## config.mk

```make
export PLATFORM = sky130hd
export DESIGN_NAME = mmu_sel_ctrl
export DESIGN_NICKNAME = d
export VERILOG_FILES = /design/src/rtl/mmu_sel_pkg.sv /design/src/rtl/mmu_pulse_sync.sv /design/src/rtl/mmu_sel_ctrl.sv
export SDC_FILE = /design/constraint.sdc
export NUM_CORES = 1
export LEC_CHECK = 0
export CORE_AREA = 2 2 51 53
export CTS_BUF_LIST = sky130_fd_sc_hd__clkbuf_4 sky130_fd_sc_hd__clkbuf_8 sky130_fd_sc_hd__clkbuf_16
export CTS_CLUSTER_DIAMETER = 150
export CTS_CLUSTER_SIZE = 16
export DETAILED_ROUTE_END_ITERATION = 12
export DIE_AREA = 0 0 53 55
export PLACE_DENSITY_LB_ADDON = 0.2
export SYNTH_ARGS = -nofsm -noshare
export SYNTH_HDL_FRONTEND = slang
export SYNTH_SLANG_ARGS = --single-unit
```

## constraint.sdc

```tcl
create_clock -name clk -period 7.3 [get_ports clk]
set_clock_uncertainty 0.2 [all_clocks]
set_input_delay 1.825 -clock clk [delete_from_list [all_inputs] [get_ports clk]]
set_output_delay 1.825 -clock clk [all_outputs]
set_load 0.005 [all_outputs]
```

## src/rtl/mmu_sel_pkg.sv

```systemverilog
// Shared types and helpers for the MMU selector controller.
package mmu_sel_pkg;

  typedef enum logic [1:0] {
    ST_IDLE  = 2'd0,
    ST_SETUP = 2'd1,
    ST_DRIVE = 2'd2,
    ST_WAIT  = 2'd3
  } state_e;

  localparam int DEF_TO_W  = 8;
  // Widest requester vector rr_pick handles; callers zero-pad to this.
  localparam int MAX_PORTS = 32;

  // First requester at or after ptr, wrapping mod n; returns one-hot (or 0).
  function automatic logic [MAX_PORTS-1:0] rr_pick(input logic [MAX_PORTS-1:0] req,
                                                   input int ptr, input int n);
    logic [MAX_PORTS-1:0] gnt;
    logic [4:0]           idx;
    logic                 found;
    gnt   = '0;
    found = 1'b0;
    for (int k = 0; k < MAX_PORTS; k++) begin
      if (k < n && !found) begin
        idx = 5'((ptr + k) % n);
        if (req[idx]) begin
          gnt[idx] = 1'b1;
          found    = 1'b1;
        end
      end
    end
    return gnt;
  endfunction

endpackage

```

## src/rtl/mmu_pulse_sync.sv

```systemverilog
// Brings an asynchronous completion pulse into the clk domain: two-flop
// synchronizer followed by a registered rising-edge detector. The output
// is a single-cycle pulse three edges after the input is first sampled.
module mmu_pulse_sync (
  input  logic clk,
  input  logic rst,
  input  logic i_async,
  output logic o_pulse
);

  logic [1:0] sync_q, sync_d;
  logic       prev_q, prev_d;
  logic       pulse_q, pulse_d;

  // Shift the synchronizer and detect a 0->1 transition on its output.
  always_comb begin
    sync_d  = {sync_q[0], i_async};
    prev_d  = sync_q[1];
    pulse_d = sync_q[1] & ~prev_q;
  end

  // State registers with synchronous reset.
  always_ff @(posedge clk) begin
    if (rst) begin
      sync_q  <= '0;
      prev_q  <= 1'b0;
      pulse_q <= 1'b0;
    end else begin
      sync_q  <= sync_d;
      prev_q  <= prev_d;
      pulse_q <= pulse_d;
    end
  end

  assign o_pulse = pulse_q;

endmodule

```

## src/rtl/mmu_sel_ctrl.sv

```systemverilog
// Sequences the 2-way click-based selector: round-robin grant, select setup,
// one drive pulse, then wait for the synchronized free completion or abort
// on timeout.
module mmu_sel_ctrl
  import mmu_sel_pkg::*;
#(
  parameter int NUM_PORTS = 2,
  parameter int TO_W      = DEF_TO_W
) (
  input  logic                 clk,
  input  logic                 rst,
  input  logic [NUM_PORTS-1:0] i_req,
  output logic [NUM_PORTS-1:0] o_ack,
  output logic [NUM_PORTS-1:0] o_select,
  output logic                 o_drive,
  input  logic                 i_free,
  input  logic [TO_W-1:0]      cfg_timeout,
  output logic                 o_busy,
  output logic                 o_timeout
);

  localparam int PTR_W = (NUM_PORTS > 1) ? $clog2(NUM_PORTS) : 1;

  state_e               state_q, state_d;
  logic [NUM_PORTS-1:0] sel_q, sel_d;
  logic [NUM_PORTS-1:0] ack_q, ack_d;
  logic [PTR_W-1:0]     rr_ptr_q, rr_ptr_d;
  logic [PTR_W-1:0]     gnt_idx_q, gnt_idx_d;
  logic [TO_W-1:0]      cnt_q, cnt_d;
  logic                 timeout_q, timeout_d;

  logic                 free_pulse;
  logic [MAX_PORTS-1:0] req_w, gnt_w;
  logic [NUM_PORTS-1:0] pick;
  logic [PTR_W-1:0]     pick_idx;
  logic [PTR_W-1:0]     nxt_ptr;
  logic                 to_hit;
  logic                 unused_gnt;

  mmu_pulse_sync u_free_sync (
    .clk     (clk),
    .rst     (rst),
    .i_async (i_free),
    .o_pulse (free_pulse)
  );

  // Round-robin pick from the current pointer, plus its binary index.
  always_comb begin
    req_w                = '0;
    req_w[NUM_PORTS-1:0] = i_req;
    gnt_w                = rr_pick(req_w, int'(rr_ptr_q), NUM_PORTS);
    pick                 = gnt_w[NUM_PORTS-1:0];
    pick_idx             = '0;
    for (int i = 0; i < NUM_PORTS; i++) begin
      if (pick[i]) pick_idx = PTR_W'(i);
    end
  end

  assign unused_gnt = ^gnt_w;

  // Pointer moves past the granted port whether it completed or timed out.
  assign nxt_ptr = (gnt_idx_q == PTR_W'(NUM_PORTS - 1)) ? '0 : gnt_idx_q + PTR_W'(1);
  assign to_hit  = (cfg_timeout != '0) && (cnt_q == cfg_timeout - TO_W'(1));

  // Next-state and registered-output logic for the transaction FSM.
  always_comb begin
    state_d   = state_q;
    sel_d     = sel_q;
    ack_d     = '0;
    rr_ptr_d  = rr_ptr_q;
    gnt_idx_d = gnt_idx_q;
    cnt_d     = cnt_q;
    timeout_d = timeout_q;
    case (state_q)
      ST_IDLE: begin
        if (|i_req) begin
          sel_d     = pick;
          gnt_idx_d = pick_idx;
          state_d   = ST_SETUP;
        end else begin
          sel_d = '0;
        end
      end
      ST_SETUP: state_d = ST_DRIVE;
      ST_DRIVE: begin
        cnt_d   = '0;
        state_d = ST_WAIT;
      end
      ST_WAIT: begin
        if (cnt_q != '1) cnt_d = cnt_q + TO_W'(1);
        // Free has priority over a timeout on the same cycle.
        if (free_pulse) begin
          ack_d    = sel_q;
          rr_ptr_d = nxt_ptr;
          sel_d    = '0;
          state_d  = ST_IDLE;
        end else if (to_hit) begin
          timeout_d = 1'b1;
          rr_ptr_d  = nxt_ptr;
          sel_d     = '0;
          state_d   = ST_IDLE;
        end
      end
      default: begin
        sel_d   = '0;
        state_d = ST_IDLE;
      end
    endcase
  end

  // State registers with synchronous active-high reset.
  always_ff @(posedge clk) begin
    if (rst) begin
      state_q   <= ST_IDLE;
      sel_q     <= '0;
      ack_q     <= '0;
      rr_ptr_q  <= '0;
      gnt_idx_q <= '0;
      cnt_q     <= '0;
      timeout_q <= 1'b0;
    end else begin
      state_q   <= state_d;
      sel_q     <= sel_d;
      ack_q     <= ack_d;
      rr_ptr_q  <= rr_ptr_d;
      gnt_idx_q <= gnt_idx_d;
      cnt_q     <= cnt_d;
      timeout_q <= timeout_d;
    end
  end

  assign o_select  = sel_q;
  assign o_ack     = ack_q;
  assign o_drive   = (state_q == ST_DRIVE);
  assign o_busy    = (state_q != ST_IDLE);
  assign o_timeout = timeout_q;

endmodule

```

## After elaboration in Yosys (flattened, before gate mapping)

Cells that the tools add are included.

| storage, ports and cells | value |
|---|---|
| register bits after elaboration | 21 |
| latch bits | 0 |
| bits in writable memories | 0 |
| ROM bits | 0 |
| input bits | 13 |
| logic and storage cells | 73 |
| memories kept | 0 |

| cells by class | value |
|---|---|
| add/subtract/negate cells | 4 |
| $mul | 0 |
| divide/modulo/power cells | 0 |
| order comparisons | 4 |
| eq/ne operators | 8 |
| shift operators | 0 |
| muxes and demuxes | 24 |
| bitwise logic cells | 6 |
| reduce and logical (&&, ||, !) cells | 17 |

Operator list:

| operator | number |
|---|---|
| one-hot mux 8 bit (2 select lines) | 1 |
| two-way mux 2 bit | 7 |
| two-way mux 1 bit | 10 |
| AND reduction 2 bit | 5 |
| adder 8 x 1 -> 8 bit (second input constant) | 1 |
| equality test 8 bit | 1 |
| two-way mux 8 bit | 1 |
| inequality test 8 bit (second input constant) | 1 |
| one-hot mux 2 bit (4 select lines) | 1 |
| nonzero test 2 bit | 4 |
| nonzero test 8 bit | 1 |
| subtractor 8 x 1 -> 8 bit (second input constant) | 1 |
| < comparator 1 x 6 -> 1 bit (second input constant) | 1 |
| < comparator 5 x 6 -> 1 bit (second input constant) | 1 |
| >= comparator 5 x 1 -> 1 bit (second input constant) | 1 |
| equality test 2 bit (second input constant) | 2 |
| inequality test 2 bit (second input constant) | 2 |
| one-hot mux 2 bit (2 select lines) | 1 |
| logical AND 1 bit | 3 |
| inequality test 3 x 2 -> 1 bit (second input constant) | 1 |
| NOT 1 bit | 3 |
| AND reduction 3 bit | 1 |
| OR reduction 3 bit | 1 |
| adder 1 bit (second input constant) | 2 |
| other kinds (10) | 10 |

## Longest topological paths before layout

Gate-level depths: netlist (run 1).

| depth | value |
|---|---|
| depth after elaboration | 11 |
| mapped depth | 9 |
| gate-level depth less buffers | 8 |

## Hierarchy

A second synthesis (run 1) with hierarchy kept.

| unflattened totals | value |
|---|---|
| cell total of the unflattened synthesis | 154 |
| area, all modules | 1285.0 um2 |

Modules (own cells, without submodules):

| module | times used | cells each | area each (um2) | seq. area each (um2) |
|---|---|---|---|---|
| mmu_sel_ctrl | 1 | 146 | 1173.6 | 340.3 |
| mmu_pulse_sync | 1 | 8 | 111.4 | 80.1 |

## Least setup slack after synthesis (run 1)

Ideal clock, no wire load.

| timing path | value |
|---|---|
| path type | input port to flip-flop |
| start point | input port cfg_timeout[0] |
| end point | register state_q[0] |
| setup time | 0.086 ns |
| arrival time | 3.455 ns |
| data required time | 7.014 ns |
| path slack | 3.558 ns |
| stages on the path | 9 |
| path buffers | 1 |
| cell sequence | inv_1 -> ha_1 -> buf_6 -> o21bai_1 -> a2111oi_0 -> a311oi_1 -> a211oi_2 -> o32ai_1 -> a221oi_2 |

| between the ends | value |
|---|---|
| word-level cells in the longest chain between the ends | 5 |
| elaborated cells between the ends (all ways) | 6 |

RTL lines:

| element | RTL line | text |
|---|---|---|
| start, declared | mmu_sel_ctrl.sv:17 | `input logic [TO_W-1:0] cfg_timeout,` |
| subtractor 8 x 1 -> 8 bit | mmu_sel_ctrl.sv:63 | `assign to_hit = (cfg_timeout != '0) && (cnt_q == cfg_timeout - TO_W'(1));` |
| equality test 8 bit | mmu_sel_ctrl.sv:63 |  |
| logical AND 1 bit * | mmu_sel_ctrl.sv:63 |  |
| inequality test 3 x 2 -> 1 bit (no line) * | - |  |
| AND reduction 2 bit (no line) * | - |  |
| end signal, assigned | mmu_sel_ctrl.sv:122 | `state_q <= state_d;` |
| end, declared | mmu_sel_ctrl.sv:24 | `state_e state_q, state_d;` |

Mark *: on every way between the ends. The rest lies on a longest branch, timed or not.
A chain may end at the register's enable or synchronous reset.

## Worst setup path after layout (run 1)

Same ends and word-level chain as after synthesis.

==> results of run 1 <==
[path summary, 6_finish.rpt]
check,end,depth (start not counted),from,slack [ns]
max reg2reg,cnt_q[0],6,cnt_q[0],5.09
min reg2reg,u_free_sync.o_pulse,1,u_free_sync.prev_q,0.20
max,state_q[0],9,cfg_timeout[0],3.03
min,u_free_sync.o_pulse,1,u_free_sync.prev_q,0.20
[Yosys cell counts (all sizes together), types with 2 or more instances]
library cell / n / share of area, %
a211oi: 3 / 2.2
a21oi: 7 / 2.8
a31oi: 4 / 2.0
and3: 4 / 2.0
clkbuf: 3 / 0.91
dfxtp: 21 / 34
ha: 5 / 5.0
inv: 11 / 3.3
nand2: 12 / 3.6
nand2b: 4 / 2.0
nand3: 3 / 1.2
nand4: 3 / 1.5
nor2: 15 / 4.5
nor2b: 6 / 3.0
nor3: 5 / 2.0
nor3b: 3 / 1.8
nor4: 2 / 2.2
o21ai: 6 / 2.4
xnor2: 5 / 3.5
xor2: 7 / 4.9
[routing by layer]
layer / vias up / global-route usage, % / routed length [um]
li1: 570 / - / -
met5: - / 0 / 0
met2: 26 / 35.6 / 1230
met3: 5 / 3.76 / 116
met4: 0 / 7.26 / 33
met1: 508 / 25.6 / 1280
[critical path, delay by kind of cell]
kind                       cells  cell delay [ns]
adders and majority gates      1             0.31
AOI/OAI and AO/OA              6             1.49
buffers and inverters          2             0.67
[logic make-up after synthesis]
logic type                 count (synthesis)  synth area share (%)
AOI/OAI and AO/OA                         30                  16.7
and+or+nand+nor                           64                  29.1
DFF                                       21                  33.8
xor gates and xnor gates                  12                  8.46
muxes                                      2                  1.71
buffers and inverters                     15                  5.14
adders and majority gates                  5                  5.04
[power groups by stage]
stage                     clock network [W]  registers [W]  logic (W)
after global placement                    0       0.000138   0.000105
after floorplan                           0       0.000136  0.0000700
after global routing              0.0000599       0.000137   0.000124
after detailed placement                  0       0.000138   0.000109
final                             0.0000547       0.000135   0.000109
after CTS                         0.0000566       0.000135   0.000110
[final cells by class]
type	instances	area (um^2)
inverters	11	41.3
repair buffers	19	190
clock inverters	1	5.00
fillers	211	890
well taps	30	37.5
clock buffers	3	22.5
multi-input cells	113	758
flip-flops and latches	21	420
[stage by stage]
stage,instance area (um^2),hold slack [ns],std cells
after floorplan,1240,0.167,149
after global placement,1450,0.176,194
after detailed placement,1450,0.193,194
after CTS,1480,0.210,198
after global routing,1480,0.228,198
final,1480,0.199,198
[registers in the layout (all words and copies together), names as in the netlist]
name and count:
cnt_q 8, u_free_sync.prev_q 1, rr_ptr_q 1, u_free_sync.o_pulse 1, state_q 2, gnt_idx_q 1, o_ack 2, u_free_sync.sync_q 2
o_timeout 1, o_select 2
==> impl_results.md, run 1 <==
- Grt total ovfl: 0
- CTS tree: built
- Residual DRC count: 0
- Core Region: 0.00236 mm^2
- Clock Power Share: 18.3%
- Fin crit share: 58.5%
- Total nets after synthesis: 167
- Critical path cell sequence: clkdlybuf4s50_1 > inv_1 > ha_1 > o21bai_1 > a2111oi_0 > a311oi_1 > a211oi_2 > o32ai_1 > a221oi_2
- Part of the power in registers: 45.2%
- Pwr Density: 203 mW/mm^2
- Total Wirelength: 2.66 mm
- Crit start category: primary input
- Rel. slew slack: 54.6%
- Chip width: 53 um
- Yosys cell types: 42
- H-tree Lvls: 1
- Setup-failing EPs final: 0
- Drt pass-1 iters: 4
- Commonest non-fill, non-tap cell in the layout: dfxtp_1
- Leakage Power: 0.554 nW
- CP endpoint kind: register
- CTS Buf Count: 3
- Seq cells post-synth: 21
- Worst setup path category: primary input to register
- Layout net count: 187
- Max-Cap Viols: 0
- P_sw: 0.0000990 W
- Starting Density: 52.5%
- RSZ-0062 raised after global routing: false
- Mean area per synthesized cell: 8.34 um^2
- Die area: 0.00292 mm^2
- Hold_buf cts: 0
- Fmax: 234 MHz
- Status: finished, final reports clean
- Diodes inserted: 0
- EDFF count, synth: 0
- Data arrival, critical path: 4.29 ns
- Post-Syn Instances: 149
- Area grow syn2layout: 18.7%
- Clk_lat worst skew: 0.30 ns
- Power Internal: 0.000200 W
- IO Port Bufs: 19
- Clock transition at path regs: 0.11 ns
- Ys flop type: dfxtp_1
- Worst hold path type: register to register
- Critical path fanouts, max: 9
- All-Layer GR Usage: 20.5%
- Max Slew Vio Count: 0
- Clk buf depth: 2
- Initial DRC count: 35
- DRT antenna net count: 0
- Vias: 1109
- Post-synth ARST share: 0%
- YS warnings: 0
- Mapped Area: 0.00124 mm^2
- I/O pin total: 20
- Core Util, Final: 62.4%
- Postcts setup bufs: 0
- First-pass GRT wire length: 4.36 mm
- Clock sink count: 21
- Setup ws final: 3.03 ns
- CP max-delay cell: clkdlybuf4s50_1
- Initial antenna violation count: 0
- Largest net degree at the start of global routing: 16
- DP HPWL: 2.05 mm
- Sequential fraction of the synthesis area: 33.8%
- Peak supply drop: 0.000166 V
- Die height: 55 um
- Crit path largest cell delay: 0.59 ns
- Tot Pwr: 0.000299 W
- Share of post-route cells with drive strength above 1: 5.36%
- Root Buffer: clkbuf_4
- Minimum clock period: 4.27 ns
- Slew @ Worst Pin: 0.676 ns
- Final hold vios: 0
- Vias per inst: 5.60
- Logic pwr share: 36.5%
- Post-place setup slack: 2.71 ns
- Setup TNS: 0 ns
- Most frequent cells in the layout: 21 x dfxtp_1, 19 x clkdlybuf4s50_1, 15 x nor2_1
- CTS resizes: 0
- Vias in the first global route: 1038
- CP Data Required Time: 7.32 ns
- Final GP Congestion: 0.904
- Switching share of power: 33.1%
- Routed len/inst: 13.4 um
- Rows: 18
Power figures use the tool's default switching activity.
==> inputs of run 2 (changes only) <==
CORE_AREA = 2 2 52 54   (was 2 2 51 53)
DIE_AREA = 0 0 54 56   (was 0 0 53 55)
clock period = 4 ns   (was 7.3 ns; I/O delays follow)
==> impl_results.md, run 2 (synthesis gave the netlist of run 1 again) <==
- Largest net degree at the start of global routing: 16
- Die area: 0.00302 mm^2
- Clk_lat worst skew: 0.31 ns
- Max-Cap Viols: 0
- Worst reg-to-reg path cell count: 6
- All-Layer GR Usage: 19.5%
- CTS Buf Count: 3
- Reg area: 420 um^2
- Commonest non-fill, non-tap cell in the layout: dfxtp_1
- RSZ-0062 raised after global routing: false
- H-tree Lvls: 1
- CP Data Required Time: 4.03 ns
- Largest Register: cnt_q
- Fin crit share: 85.8%
- Grt total ovfl: 0
- DP HPWL: 1.98 mm
- Clock transition at path regs: 0.12 ns
- Chip width: 54 um
- Vias per inst: 5.62
- CP endpoint kind: register
- Clk buf depth: 2
- Slew @ Worst Pin: 0.669 ns
- Share of post-route cells with drive strength above 1: 5.36%
- Worst hold path type: register to register
- Vias: 1112
- CTS tree: built
- Fmax: 291 MHz
- Core Util, Final: 60.6%
- Initial antenna violation count: 0
- Crit start category: primary input
- Multi-input gate area: 758 um^2
- Layout net count: 187
- Hold path depth: 1
- Most frequent cells in the layout: 21 x dfxtp_1, 19 x clkdlybuf4s50_1, 15 x nor2_1
- Root Buffer: clkbuf_4
- Switching share of power: 33.8%
- Routed len/inst: 12.9 um
- Data arrival, critical path: 3.46 ns
- Status: finished, final reports clean
- Tot Pwr: 0.000553 W
- Die height: 56 um
- Max Used Layer: met4
- Minimum clock period: 3.43 ns
- Worst setup path category: primary input to register
- Rel. slew slack: 55.0%
- Postcts setup bufs: 0
- Clock Power Share: 19.0%
- Total Wirelength: 2.56 mm
- Routed wl met3: 95 um
- Critical path fanouts, max: 9
- Final GP Congestion: 0.780
- CTS resizes: 0
- DRT antenna net count: 0
- IO Port Bufs: 19
- Initial DRC count: 30
- Hold WS: 0.194 ns
- Logic pwr share: 36.2%
- Pwr Density: 375 mW/mm^2
- Setup TNS: 0 ns
- Residual DRC count: 0
- Part of the power in registers: 44.8%
- Peak supply drop: 0.000286 V
- Power Internal: 0.000366 W
- Leakage Power: 0.554 nW
- Vias in the first global route: 1014
- Diodes inserted: 0
- Max FFs per register: 8
- Wire length on met1: 1.27 mm
- Setup slack, reg-to-reg: 1.76 ns
- I/O pin total: 20
- Clock sink count: 21
- Area grow syn2layout: 18.7%
- Hold_buf cts: 0
- Core Region: 0.00243 mm^2
- Starting Density: 51.1%
- Rows: 18
- Max Slew Vio Count: 0
- Fill count: 220
- Setup-failing EPs final: 0
- First-pass GRT wire length: 4.49 mm
- Drt pass-1 iters: 4
- Met2 WL post-DR: 1.13 mm
- Final hold vios: 0
- P_sw: 0.000187 W
[run 2: power by group through the flow]
stage	registers [W]	clock network, W	logic (W)
3_5_place_dp	0.000252	0	0.000198
2_1_floorplan	0.000248	0	0.000128
6_report	0.000247	0.000105	0.000200
4_1_cts	0.000248	0.000108	0.000199
3_3_place_gp	0.000251	0	0.000194
5_1_grt	0.000251	0.000115	0.000221
[run 2: through the flow]
step / std cells / worst slack [ns] / instance area (um^2)
after global routing: 198 / 0.401 / 1480
after CTS: 198 / 0.560 / 1480
after floorplan: 149 / 1.08 / 1240
final: 198 / 0.569 / 1480
after detailed placement: 194 / 0.200 / 1450
after global placement: 194 / 0.343 / 1450
[run 2: cell type report]
cell class	instances	share of cell area [%]
multi-input combinational	113	51.4
sequential	21	28.5
timing repair buffer	19	12.9
inverter	11	2.80
tap	30	2.54
clock buffer	3	1.53
clock inverter	1	0.339
[run 2: path summary, 6_finish.rpt]
kind / start / endpoint
max: cfg_timeout[0] / state_q[0]
min: u_free_sync.prev_q / u_free_sync.o_pulse
min reg2reg: u_free_sync.prev_q / u_free_sync.o_pulse
max reg2reg: cnt_q[0] / cnt_q[0]
[run 2: routing by layer]
metal  vias up  GRT usage (%)
li1        571              -
met1       517           27.2
met2        19           28.4
met3         5           3.49
met4         0           9.29
met5         -              0
[run 2: critical path, stage by stage]
cell,delay (ns)
clkdlybuf4s50_1,0.59
inv_1,0.07
ha_1,0.31
o21bai_1,0.19
a2111oi_0,0.41
a311oi_1,0.11
a211oi_2,0.31
o32ai_1,0.18
a221oi_2,0.29
==> inputs of run 3 (changes only) <==
CTS_CLUSTER_DIAMETER = unset   (was 150)
==> results of run 3 <==
Final layout, timing and power as in run 2 (identical DEF).
